File: config.mk
export PLATFORM = sky130hd
export DESIGN_NAME = mdio_slave_regs_flat
export DESIGN_NICKNAME = d
export VERILOG_FILES = /design/src/rtl/mdio_slave_regs_if.sv /design/src/rtl/mdio_slave_regs.sv /design/src/flat_wrapper.sv
export SDC_FILE = /design/constraint.sdc
export NUM_CORES = 1
export LEC_CHECK = 0
export ABC_AREA = 1
export BUFFER_PORTS_ARGS = -buffer_cell sky130_fd_sc_hd__buf_2
export CAP_MARGIN = 20
export CORE_MARGIN = 4
export CORE_UTILIZATION = 30
export DETAILED_ROUTE_END_ITERATION = 7
export PLACE_DENSITY_LB_ADDON = 0.12
export SKIP_CTS_REPAIR_TIMING = 1
export SYNTH_ARGS = -nofsm -noshare
export SYNTH_HDL_FRONTEND = slang
export SYNTH_SLANG_ARGS = --single-unit
File: constraint.sdc
create_clock -name clk -period 1.8 [get_ports clk]
set_input_delay 0.18 -clock clk [delete_from_list [all_inputs] [get_ports clk]]
set_output_delay 0.18 -clock clk [all_outputs]
set_load 0.1 [all_outputs]
File: src/rtl/mdio_slave_regs_if.sv
// MDIO management bus plus register-write side channel for mdio_slave_regs.
interface mdio_slave_regs_if;
    logic        mdc;
    logic        mdio_i;
    logic        mdio_o;
    logic        mdio_oe;
    logic        reg_wr_en;
    logic [4:0]  reg_wr_addr;
    logic [15:0] reg_wr_data;
    logic        frame_err;

    modport slave (
        input  mdc, mdio_i,
        output mdio_o, mdio_oe, reg_wr_en, reg_wr_addr, reg_wr_data, frame_err
    );

    modport master (
        output mdc, mdio_i,
        input  mdio_o, mdio_oe, reg_wr_en, reg_wr_addr, reg_wr_data, frame_err
    );
endinterface

File: src/rtl/mdio_slave_regs.sv
// Clause 22 MDIO responder with a 32x16 register file. MDC/MDIO are oversampled
// in the clk domain; decode advances on detected MDC rises, read data is driven
// on detected MDC falls.
module mdio_slave_regs #(
    parameter logic [4:0]  PHY_ADDR = 5'b00001,
    parameter logic [5:0]  PRE_LEN  = 6'd32,
    parameter logic [15:0] PHY_ID1  = 16'h004D,
    parameter logic [15:0] PHY_ID2  = 16'hD072
) (
    input  logic clk,
    input  logic rst_n,
    mdio_slave_regs_if.slave bus
);
    typedef enum logic [3:0] {
        S_IDLE, S_ST, S_OP, S_PHYAD, S_REGAD, S_SKIP, S_WTA, S_WDATA, S_RD
    } state_t;

    state_t      state, state_nxt;
    logic [1:0]  mdc_sync, mdio_sync;
    logic        mdc_dly;
    logic        rise, fall, bit_in;
    logic [5:0]  pre_cnt;
    logic [4:0]  cnt;        // rises within the current field
    logic [4:0]  fcnt;       // falls since the last REGAD rise of a read
    logic [1:0]  op;
    logic [4:0]  phyad, regad, regad_full;
    logic [14:0] wsh;
    logic [15:0] wdata_full, rd_shift, rd_word;
    logic [15:0] regs [32];
    logic        err, commit, load_rd;
    logic        mdio_o_q, mdio_oe_q, wr_en_q, frame_err_q;
    logic [4:0]  wr_addr_q;
    logic [15:0] wr_data_q;

    assign rise       = mdc_sync[1] & ~mdc_dly;
    assign fall       = ~mdc_sync[1] & mdc_dly;
    assign bit_in     = mdio_sync[1];
    assign regad_full = {regad[3:0], bit_in};
    assign wdata_full = {wsh, bit_in};

    // Read source: ID registers are constants, everything else comes from the file
    always_comb begin
        rd_word = regs[regad_full];
        if (regad_full == 5'd2) rd_word = PHY_ID1;
        if (regad_full == 5'd3) rd_word = PHY_ID2;
    end

    // Two-stage synchronisers plus a delayed MDC copy for edge detection
    always_ff @(posedge clk or negedge rst_n) begin
        if (!rst_n) begin
            mdc_sync  <= 2'b00;
            mdio_sync <= 2'b11;
            mdc_dly   <= 1'b0;
        end else begin
            mdc_sync  <= {mdc_sync[0], bus.mdc};
            mdio_sync <= {mdio_sync[0], bus.mdio_i};
            mdc_dly   <= mdc_sync[1];
        end
    end

    // Frame decoder state register
    always_ff @(posedge clk or negedge rst_n) begin
        if (!rst_n) state <= S_IDLE;
        else        state <= state_nxt;
    end

    // Next-state and per-bit strobes; fields advance one bit per MDC rise
    always_comb begin
        state_nxt = state;
        err       = 1'b0;
        commit    = 1'b0;
        load_rd   = 1'b0;
        if (rise) begin
            case (state)
                S_IDLE:  if (!bit_in && pre_cnt >= PRE_LEN) state_nxt = S_ST;
                S_ST:    if (bit_in) state_nxt = S_OP;
                         else begin err = 1'b1; state_nxt = S_IDLE; end
                S_OP:    if (cnt == 5'd1) begin
                             if ({op[0], bit_in} == 2'b01 || {op[0], bit_in} == 2'b10)
                                 state_nxt = S_PHYAD;
                             else begin err = 1'b1; state_nxt = S_IDLE; end
                         end
                S_PHYAD: if (cnt == 5'd4) state_nxt = S_REGAD;
                S_REGAD: if (cnt == 5'd4) begin
                             if (phyad != PHY_ADDR) state_nxt = S_SKIP;
                             else if (op == 2'b10) begin
                                 state_nxt = S_RD;
                                 load_rd   = 1'b1;
                             end else state_nxt = S_WTA;
                         end
                S_SKIP:  if (cnt == 5'd17) state_nxt = S_IDLE;
                S_WTA:   if (cnt == 5'd1) state_nxt = S_WDATA;
                S_WDATA: if (cnt == 5'd15) begin
                             commit    = 1'b1;
                             state_nxt = S_IDLE;
                         end
                default: ;
            endcase
        end else if (fall && state == S_RD && fcnt == 5'd18) begin
            state_nxt = S_IDLE;
        end
    end

    // Field shift registers, bit/preamble counters and the write/error strobes
    always_ff @(posedge clk or negedge rst_n) begin
        if (!rst_n) begin
            pre_cnt     <= '0;
            cnt         <= '0;
            op          <= '0;
            phyad       <= '0;
            regad       <= '0;
            wsh         <= '0;
            wr_en_q     <= 1'b0;
            wr_addr_q   <= '0;
            wr_data_q   <= '0;
            frame_err_q <= 1'b0;
        end else begin
            wr_en_q     <= commit;
            frame_err_q <= err;
            if (state_nxt != state) cnt <= '0;
            else if (rise)          cnt <= cnt + 5'd1;
            if (state != S_IDLE) pre_cnt <= '0;
            else if (rise) begin
                if (!bit_in)                pre_cnt <= '0;
                else if (pre_cnt != 6'd32)  pre_cnt <= pre_cnt + 6'd1;
            end
            if (rise) begin
                case (state)
                    S_OP:    op    <= {op[0], bit_in};
                    S_PHYAD: phyad <= {phyad[3:0], bit_in};
                    S_REGAD: regad <= regad_full;
                    S_WDATA: wsh   <= {wsh[13:0], bit_in};
                    default: ;
                endcase
            end
            if (commit) begin
                wr_addr_q <= regad;
                wr_data_q <= wdata_full;
            end
        end
    end

    // Register file; writes to the ID addresses still pulse but are not stored
    always_ff @(posedge clk or negedge rst_n) begin
        if (!rst_n) begin
            for (int i = 0; i < 32; i++) regs[i] <= '0;
        end else if (commit && regad != 5'd2 && regad != 5'd3) begin
            regs[regad] <= wdata_full;
        end
    end

    // Read drive: fall 2 acks with 0, falls 3..18 shift data out, fall 19 releases
    always_ff @(posedge clk or negedge rst_n) begin
        if (!rst_n) begin
            fcnt      <= '0;
            rd_shift  <= '0;
            mdio_o_q  <= 1'b1;
            mdio_oe_q <= 1'b0;
        end else if (load_rd) begin
            fcnt     <= '0;
            rd_shift <= rd_word;
        end else if (fall && state == S_RD) begin
            fcnt <= fcnt + 5'd1;
            if (fcnt == 5'd1) begin
                mdio_oe_q <= 1'b1;
                mdio_o_q  <= 1'b0;
            end else if (fcnt == 5'd18) begin
                mdio_oe_q <= 1'b0;
                mdio_o_q  <= 1'b1;
            end else if (fcnt >= 5'd2) begin
                mdio_o_q <= rd_shift[15];
                rd_shift <= {rd_shift[14:0], 1'b0};
            end
        end
    end

    assign bus.mdio_o      = mdio_o_q;
    assign bus.mdio_oe     = mdio_oe_q;
    assign bus.reg_wr_en   = wr_en_q;
    assign bus.reg_wr_addr = wr_addr_q;
    assign bus.reg_wr_data = wr_data_q;
    assign bus.frame_err   = frame_err_q;
endmodule
File: src/flat_wrapper.sv
// flat-port wrapper written by rule: the top's interface ports become plain ports
module mdio_slave_regs_flat 
#(
    parameter logic [4:0]  PHY_ADDR = 5'b00001,
    parameter logic [5:0]  PRE_LEN  = 6'd32,
    parameter logic [15:0] PHY_ID1  = 16'h004D,
    parameter logic [15:0] PHY_ID2  = 16'hD072
)
  (clk, rst_n, bus_mdc, bus_mdio_i, bus_mdio_o, bus_mdio_oe, bus_reg_wr_en, bus_reg_wr_addr, bus_reg_wr_data, bus_frame_err);
  mdio_slave_regs_if bus_i ();
  input  logic clk;
  input  logic rst_n;
  input wire logic [$bits(bus_i.mdc)-1:0] bus_mdc;
  input wire logic [$bits(bus_i.mdio_i)-1:0] bus_mdio_i;
  output wire logic [$bits(bus_i.mdio_o)-1:0] bus_mdio_o;
  output wire logic [$bits(bus_i.mdio_oe)-1:0] bus_mdio_oe;
  output wire logic [$bits(bus_i.reg_wr_en)-1:0] bus_reg_wr_en;
  output wire logic [$bits(bus_i.reg_wr_addr)-1:0] bus_reg_wr_addr;
  output wire logic [$bits(bus_i.reg_wr_data)-1:0] bus_reg_wr_data;
  output wire logic [$bits(bus_i.frame_err)-1:0] bus_frame_err;
  assign bus_i.mdc = bus_mdc;
  assign bus_i.mdio_i = bus_mdio_i;
  assign bus_mdio_o = bus_i.mdio_o;
  assign bus_mdio_oe = bus_i.mdio_oe;
  assign bus_reg_wr_en = bus_i.reg_wr_en;
  assign bus_reg_wr_addr = bus_i.reg_wr_addr;
  assign bus_reg_wr_data = bus_i.reg_wr_data;
  assign bus_frame_err = bus_i.frame_err;
  mdio_slave_regs #(.PHY_ADDR(PHY_ADDR), .PRE_LEN(PRE_LEN), .PHY_ID1(PHY_ID1), .PHY_ID2(PHY_ID2)) u_core (.clk(clk), .rst_n(rst_n), .bus(bus_i));
endmodule
==> results of run 1 <==
==> worst max-delay path, cell delays in order, from the launching register on <==
cell                        delay (ns)
sky130_fd_sc_hd__dfrtp_1          0.35
sky130_fd_sc_hd__ha_2             0.19
sky130_fd_sc_hd__nand2_2          0.05
sky130_fd_sc_hd__nor2_2           0.11
sky130_fd_sc_hd__ha_2             0.21
sky130_fd_sc_hd__inv_2            0.06
sky130_fd_sc_hd__nor2_4           0.15
sky130_fd_sc_hd__o21ai_4          0.11
sky130_fd_sc_hd__nor3_4           0.19
sky130_fd_sc_hd__buf_6            0.17
sky130_fd_sc_hd__buf_6            0.12
sky130_fd_sc_hd__nand2_8          0.07
sky130_fd_sc_hd__clkbuf_16        0.18
sky130_fd_sc_hd__nand2_2          0.05
sky130_fd_sc_hd__o21ai_1          0.05
==> final cells by class <==
cell class	count	area (um2)	area share [%]
clock inverters	22	230.2	0.6843
multi-input cells	2344	10680	31.75
clock buffers	109	2215	6.583
inverters	98	377.9	1.123
repair buffers	326	3528	10.49
well taps	1165	1458	4.333
flip-flops and latches	605	15150	45.04
==> path summary, 6_finish.rpt <==
path                       cells after the start                       endpoint                          from  slack [ns]
setup reg to reg                              14   u_core.regs[197]$_DFFE_PN0P_     u_core.cnt[1]$_DFFE_PN0P_       -0.43
max in group asynchronous                      3   u_core.regs[441]$_DFFE_PN0P_                         rst_n        0.79
hold reg to reg                                0   u_core.mdc_sync[1]$_DFF_PN0_  u_core.mdc_sync[0]$_DFF_PN0_        0.35
setup / recovery                              14   u_core.regs[197]$_DFFE_PN0P_     u_core.cnt[1]$_DFFE_PN0P_       -0.43
min in group clk                               2  u_core.mdio_sync[0]$_DFF_PN1_                    bus_mdio_i        0.22
hold / removal                                 2   u_core.regs[220]$_DFFE_PN0P_                         rst_n        0.05
==> report_power, final <==
| group | internal [uW] | total [uW] | switching, uW |
|---|---|---|---|
| Sequential | 13800 | 13900 | 101 |
| Clock | 9080 | 15000 | 5930 |
| Combinational | 1200 | 3280 | 2080 |
==> stage by stage <==
stage,power [uW],hold WS (ns),area [um2],instances,setup TNS (ns)
after floorplan,15470,-0.1156,27030,3329,-68.35
after global placement,17260,0.08886,30560,4519,-172.37
after detailed placement,17290,0.08251,30560,4519,-175.70
after CTS,32460,-0.5715,33010,4650,-189.56
after global routing,33460,0.06257,33640,4669,-227.99
final,32150,0.04850,33640,4669,-161.62
==> cells in the final DEF, fill, tap and decap left out, drive strengths merged <==
cell type / n
mux2: 1
dlygate4sd3: 3
xor2: 6
nand3: 129
dfrtp: 602
a21oi: 65
or2: 15
o21ai: 667
nor4: 1
o21a: 2
nand2: 1088
clkbuf: 114
mux2i: 1
nor2: 272
nor3: 16
nand4: 41
a31oi: 1
clkinvlp: 2
inv: 100
clkinv: 14
o22ai: 1
ha: 9
and3: 2
a22oi: 12
bufinv: 4
o211ai: 15
buf: 318
dfstp: 3
==> logic make-up after synthesis <==
| group | after synthesis |
|---|---|
| AOI/OAI and AO/OA | 763 |
| xor gates and xnor gates | 6 |
| buffers and inverters | 380 |
| DFF | 605 |
| and+or+nand+nor | 1564 |
| muxes | 2 |
| adders and majority gates | 9 |
==> metal layers <==
metal / part of all wire [%] / GRT usage (%) / up-vias
li1: - / - / 11040
met1: 47 / 27.45 / 11420
met2: 45 / 30.86 / 611
met3: 5.4 / 3.365 / 137
met4: 2.7 / 5.842 / 0
met5: 0 / 0 / -
==> sequential cells by signal, summed over array words and instances, names as in the netlist <==
name	count
u_core.bus.mdio_oe	1
u_core.mdio_sync	2
u_core.bus.reg_wr_en	1
u_core.pre_cnt	6
u_core.op	2
u_core.phyad	5
u_core.mdc_sync	2
u_core.bus.reg_wr_data	16
u_core.bus.reg_wr_addr	5
u_core.wsh	15
u_core.bus.frame_err	1
u_core.state	4
u_core.cnt	5
u_core.regs	512
u_core.rd_shift	16
u_core.bus.mdio_o	1
u_core.mdc_dly	1
u_core.fcnt	5
u_core.regad	5
==> out/results.md, run 1 <==
| Stage | Quantity | Reported |
| --- | --- | --- |
| status | Result of the run | complete, but fails checks |
| status | Violations in the final reports | negative setup slack |
| logic synthesis | Fraction of synthesis flops using an asynchronous set or reset pin | 100.0% |
| global routing | All-layer global routing usage | 19.50% |
| global routing | Total overflow reported by the global router | 0 |
| sta | Number of setup violations in the final report | 531 |
| logic synthesis | Yosys synthesis warning count | 0 |
| floorplan | Floorplan Core Area | 88780 um2 |
| floorplan | Site Rows | 109 |
| sta | Transition time of the tightest slew-check pin | 0.6052 ns |
| sta | Largest clock skew in the final design | 0.01167 ns |
| drt | Total detailed-routing wirelength | 93.23 mm |
| logic synthesis | Synthesized area divided by synthesized cell count | 8.108 um2 |
| placement | Port Buf Inserts | 28 |
| clock tree | Level count of the clock H-tree | 3 |
| hold path | Worst hold path type | in2async |
| sta | Least setup slack across all paths after layout | -0.4262 ns |
| drt | Vias after detailed routing | 23210 |
| drt | Iteration count of the initial detailed-routing pass | 5 |
| clock tree | Clk Latency, worst-skew pair | 0.60 ns |
| layout | Final net count | 3461 |
| drt | WL/cell | 19.97 um |
| logic synthesis | Post-synthesis sequential area ratio | 56.10% |
| worst setup path | Maximum fanout along the worst path | 8 |
| pwr | Worst IR drop on VDD | 0.6123 mV |
| logic synthesis | Parity-gate share of the synthesized area counting xor and xnor cells | 0.1947% |
| global routing | Via count of the first global-routing pass | 23110 |
| floorplan | Die Height | 308.0 um |
| drt | Routed vias/inst | 4.970 |
| worst setup path | Critical path capture point type | flop |
| global routing | Pin count of the biggest net entering global routing | 63 |
| logic synthesis | Cell variety after synth | 33 |
| worst setup path | Crit Path Class | reg2reg |
| sta | Fraction of the cycle the final worst path needs | 123.7% |
| sta | Max-slew headroom | 59.65% |
| global routing | Initial antenna violation count | 2 |
| sta | Hold Violations, Final | 0 |
| logic synthesis | Post-synthesis simple-gate area fraction | 23.28% |
| layout | Diodes inserted | 0 |
| logic synthesis | Portion of netlist area occupied by mux cells | 0.07880% |
| worst setup path | Data arrival time of the critical path | 2.69 ns |
| logic synthesis | Cell area after synthesis | 26990 um2 |
| logic synthesis | Yosys top cell area share | 55.81% |
| floorplan | Top Ports | 29 |
| clock tree | Clock tree from TritonCTS | built |
| layout | Count of filler cells inserted in the layout | 8997 |
| global routing | First-pass GRT wire length | 142.8 mm |
| logic synthesis | Most used DFF post-synth | sky130_fd_sc_hd__dfrtp_1 |
| layout | Fraction of layout cells with a size suffix above 1 | 16.04% |
| clock tree | Cell at the root of the clock tree | sky130_fd_sc_hd__clkbuf_16 |
| sta | Maximum clock frequency | 0.4492 GHz |
| floorplan | Total Die Area | 94840 um2 |
| logic synthesis | Area fraction in compound gates after synthesis | 14.44% |
| placement | Placement Setup Slack | -0.4650 ns |
| layout | Signed area change from the synthesized netlist to the final layout | 24.64% |
| clock tree | Number of buffers added by the clock tree synthesis step | 73 |
| worst setup path | Required time of the worst setup path | 2.26 ns |
| drt | Number of routed nets with antenna violations | 0 |
| sta | Final period demand of the worst path | 2.226 ns |
| logic synthesis | Register bit total from synthesis | 605 |
| drt | Count of unresolved DRC violations after routing | 0 |
| clock tree | Number of buffers on the longest clock path | 3 |
| logic synthesis | Largest cells by area after synthesis | sky130_fd_sc_hd__dfrtp_1 (56%), sky130_fd_sc_hd__nand2_1 (15%), sky130_fd_sc_hd__o21ai_0 (11%) |
| layout | Fin util | 37.89% |
| run | Max-cap violations | 0 |
| logic synthesis | Combinational family with the most area after synthesis | simple AND/OR/NAND/NOR gates |
| sta | Max-slew violation count | 0 |
| worst setup path | Kind of start point of the critical path | flop |
| pwr | LEAKAGE | 0.01535 uW |
| logic synthesis | Leading cell type by number of instances after synthesis | sky130_fd_sc_hd__nand2_1 |
| pwr | Cell area power density | 955.7 nW/um2 |
| clock tree | CTS sink cnt | 605 |
| logic synthesis | Share of synthesized cell area in full adder, half adder and majority cells | 0.4172% |
| sta | RSZ-0062 raised after global routing | yes |
| logic synthesis | Mapped Cells | 3329 |
| placement | Gp weighted congestion | 0.8315 |
| logic synthesis | Number of enable flip-flop cells after synthesis | 0 |
| placement | Post-detail-place hpwl | 59.83 mm |
| logic synthesis | Number of nets in the synthesized netlist | 3342 |
| drt | 1st-iter DRT viols | 2055 |
| clock tree | Clock transition at the registers of the reported paths | 0.06 ns |
| logic synthesis | Post-synthesis cell type with the largest combined area | sky130_fd_sc_hd__dfrtp_1 |
| floorplan | Horiz. Die Dim | 308.0 um |
| floorplan | Starting density of the core | 30.40% |
| logic synthesis | Most numerous cell types in the synthesized netlist | sky130_fd_sc_hd__nand2_1 (1079), sky130_fd_sc_hd__dfrtp_1 (602), sky130_fd_sc_hd__o21ai_0 (584) |
Note: power is estimated with default switching activity, not from simulation.
==> run 2, diff against run 1 <==
--- a/config.mk
+++ b/config.mk
@@ -12,6 +12,7 @@
 export CORE_UTILIZATION = 30
 export DETAILED_ROUTE_END_ITERATION = 7
 export PLACE_DENSITY_LB_ADDON = 0.12
+export RECOVER_POWER = 25
 export SKIP_CTS_REPAIR_TIMING = 1
 export SYNTH_ARGS = -nofsm -noshare
 export SYNTH_HDL_FRONTEND = slang
==> run 2 against run 1 <==
Effect of this change:
- the run still ends with negative setup slack left
- sequential share of layout area is 0.094 points higher
- sequential cell count stayed put
- first-iteration DRC count is 3.6% lower
- design area is 0.21% lower
- clock power hardly changed
- global-route usage stayed put
- core utilization is 0.079 points lower
- combinational power hardly changed
- critical endpoint unchanged
- largest cell class unchanged
- highest routed layer unchanged
==> out/results.md, run 2 (synthesized netlist as in run 1, its figures left out) <==
| Stage | Quantity | Reported | vs previous |
| --- | --- | --- | --- |
| sta | Fraction of the cycle the final worst path needs | 123.1% | -0.53 points |
| clock tree | Number of buffers on the longest clock path | 3 | unchanged |
| drt | 1st-iter DRT viols | 1981 | -3.6% |
| drt | Vias after detailed routing | 23200 | -0.034% |
| layout | Commonest cells after routing, fill and taps aside | sky130_fd_sc_hd__nand2_1 (1037), sky130_fd_sc_hd__dfrtp_1 (600), sky130_fd_sc_hd__o21ai_0 (536), sky130_fd_sc_hd__nor2_1 (261), sky130_fd_sc_hd__buf_4 (191) |  |
| hold path | Worst hold path type | in2reg |  |
| worst setup path | Data arrival time of the critical path | 2.68 ns | about the same |
| worst setup path | Required time of the worst setup path | 2.26 ns | about the same |
| global routing | All-layer global routing usage | 19.50% | unchanged |
| sta | Number of setup violations in the final report | 531 | unchanged |
| worst setup path | Critical path capture point type | flop |  |
| clock tree | Clock tree from TritonCTS | built |  |
| clock tree | Cell at the root of the clock tree | sky130_fd_sc_hd__clkbuf_16 |  |
| clock tree | CTS sink cnt | 605 | unchanged |
| sta | Hold Violations, Final | 0 | unchanged |
| placement | Gp weighted congestion | 0.8315 | unchanged |
| pwr | Overall power | 32140 uW | about the same |
| worst setup path | Crit Path Class | reg2reg |  |
| sta | Max-slew headroom | 36.55% | -23 points |
| clock tree | Clk Latency, worst-skew pair | 0.60 ns | about the same |
| layout | Count of filler cells inserted in the layout | 9010 | +0.14% |
| sta | Transition time of the tightest slew-check pin | 0.9517 ns | +0.3465 ns |
| floorplan | Starting density of the core | 30.40% | unchanged |
| drt | Total detailed-routing wirelength | 93.25 mm | about the same |
| worst setup path | Kind of start point of the critical path | flop |  |
| layout | Max reg flops | 512 | unchanged |
| pwr | Worst IR drop on VDD | 0.6121 mV | about the same |
| worst setup path | Startpoint of the lowest-slack register-to-register path | u_core.cnt[1]$_DFFE_PN0P_ |  |
| layout | Largest Register | u_core.regs |  |
| global routing | Total overflow reported by the global router | 0 | unchanged |
| hold path | Hold Path Stages | 2 |  |
| global routing | Via count of the first global-routing pass | 23110 | unchanged |
| layout | Combined flip-flop and latch cell area | 15150 um2 | unchanged |
| layout | Final net count | 3461 | unchanged |
| sta | Max-slew violation count | 0 | unchanged |
| floorplan | Die Height | 308.0 um | unchanged |
| worst setup path | Source of the critical timing path | u_core.cnt[1]$_DFFE_PN0P_ |  |
| drt | WL/cell | 19.97 um | about the same |
| layout | Signed area change from the synthesized netlist to the final layout | 24.38% |  |
| pwr | LEAKAGE | 0.01532 uW | -0.20% |
| floorplan | Top Ports | 29 | unchanged |
| global routing | Pin count of the biggest net entering global routing | 63 | unchanged |
| layout | Fin util | 37.81% | -0.079 points |
| floorplan | Horiz. Die Dim | 308.0 um | unchanged |
| hold path | Worst hold path startpoint | bus_mdio_i |  |
| sta | Largest clock skew in the final design | 0.01159 ns | -0.00008210 ns |
| drt | Iteration count of the initial detailed-routing pass | 7 | +2 |
| floorplan | Floorplan Core Area | 88780 um2 | unchanged |
| global routing | First-pass GRT wire length | 142.8 mm | unchanged |
| drt | Number of routed nets with antenna violations | 0 | unchanged |
| clock tree | Number of buffers added by the clock tree synthesis step | 73 | unchanged |
| layout | Combined area of the multi-input logic cells | 10680 um2 | unchanged |
| drt | Routed vias/inst | 4.967 | about the same |
| worst setup path | Maximum fanout along the worst path | 8 | unchanged |
| layout | Most common library cell in the layout ignoring fill and taps | sky130_fd_sc_hd__nand2_1 |  |
| sta | Final period demand of the worst path | 2.217 ns | -0.009618 ns |
| clock tree | Clock transition at the registers of the reported paths | 0.06 ns | about the same |
| floorplan | Total Die Area | 94840 um2 | unchanged |
| floorplan | Site Rows | 109 | unchanged |
| drt | Count of unresolved DRC violations after routing | 0 | unchanged |
| sta | RSZ-0062 raised after global routing | yes |  |
| status | Violations in the final reports | negative setup slack |  |
| status | Result of the run | complete, but fails checks |  |
| pwr | Cell area power density | 957.3 nW/um2 | +0.17% |
| sta | Least setup slack across all paths after layout | -0.4166 ns | +0.009618 ns |
| clock tree | Level count of the clock H-tree | 3 | unchanged |
| placement | Port Buf Inserts | 28 | unchanged |
| sta | Maximum clock frequency | 0.4511 GHz | +0.43% |
| global routing | Initial antenna violation count | 2 | unchanged |
| run | Max-cap violations | 0 | unchanged |
| layout | Fraction of layout cells with a size suffix above 1 | 15.98% | -0.057 points |
| worst setup path | Number of cells on the worst reg-to-reg path | 14 | unchanged |
| placement | Post-detail-place hpwl | 59.83 mm | unchanged |
[run 2: changes by cell type in the layout (fill, tap and decap cells not counted), sizes merged]
cell and change:
clkbuf +8, diode +1, buf -8
[run 2: metrics by stage]
step                hold slack [ns]  TNS (ns)  setup WS [ns]  instances  instance area (um2)
finish                       0.2206   -161.63        -0.4166       4670                33570
global route                 0.2098   -240.83        -0.5312       4669                33570
CTS                         -0.5715   -189.56        -0.4769       4650                33010
detailed placement          0.08251   -175.70        -0.4650       4519                30560
global placement            0.08886   -172.37        -0.4593       4519                30560
floorplan                   -0.1156    -68.35        -0.2033       3329                27030
[run 2: power by group]
part	total (uW)	internal, uW	switching, uW
registers	13900	13800	101
logic	3260	1180	2080
clock network	15000	9080	5940
total	32100	24000	8120
[run 2: final cells by class]
class / instances / area share, %
Antenna cell: 1 / 0.007454
Clock buffer: 109 / 6.597
Clock inverter: 22 / 0.6857
Inverter: 98 / 1.126
Multi-Input combinational cell: 2344 / 31.82
Sequential cell: 605 / 45.13
Tap cell: 1165 / 4.342
Timing Repair Buffer: 326 / 10.29
[run 2: worst max-delay path, stage by stage (launching register included)]
cell	delay, ns
sky130_fd_sc_hd__dfrtp_1	0.35
sky130_fd_sc_hd__ha_2	0.19
sky130_fd_sc_hd__nand2_2	0.05
sky130_fd_sc_hd__nor2_2	0.11
sky130_fd_sc_hd__ha_2	0.21
sky130_fd_sc_hd__inv_2	0.06
sky130_fd_sc_hd__nor2_4	0.15
sky130_fd_sc_hd__o21ai_4	0.11
sky130_fd_sc_hd__nor3_4	0.19
sky130_fd_sc_hd__buf_6	0.16
sky130_fd_sc_hd__buf_6	0.12
sky130_fd_sc_hd__nand2_8	0.07
sky130_fd_sc_hd__clkbuf_16	0.18
sky130_fd_sc_hd__nand2_2	0.05
sky130_fd_sc_hd__o21ai_1	0.05
[run 2: final timing paths]
| path | end | slack (ns) |
|---|---|---|
| max | u_core.regs[197]$_DFFE_PN0P_ | -0.42 |
| min | u_core.mdio_sync[0]$_DFF_PN1_ | 0.22 |
| max reg2reg | u_core.regs[197]$_DFFE_PN0P_ | -0.42 |
| min reg2reg | u_core.mdc_sync[1]$_DFF_PN0_ | 0.35 |
| max in group asynchronous | u_core.bus.mdio_o$_DFFE_PN1P_ | 0.06 |
| min in group asynchronous | u_core.regs[220]$_DFFE_PN0P_ | 0.25 |
[run 2: routing by layer]
layer	part of all wire, %	routed length, um	track usage (%)	vias up
li1	-	-	-	11040
met1	47	43510	27.45	11450
met2	45	42310	30.86	573
met3	5.3	4924	3.365	139
met4	2.7	2504	5.842	0
met5	0	0	0	-
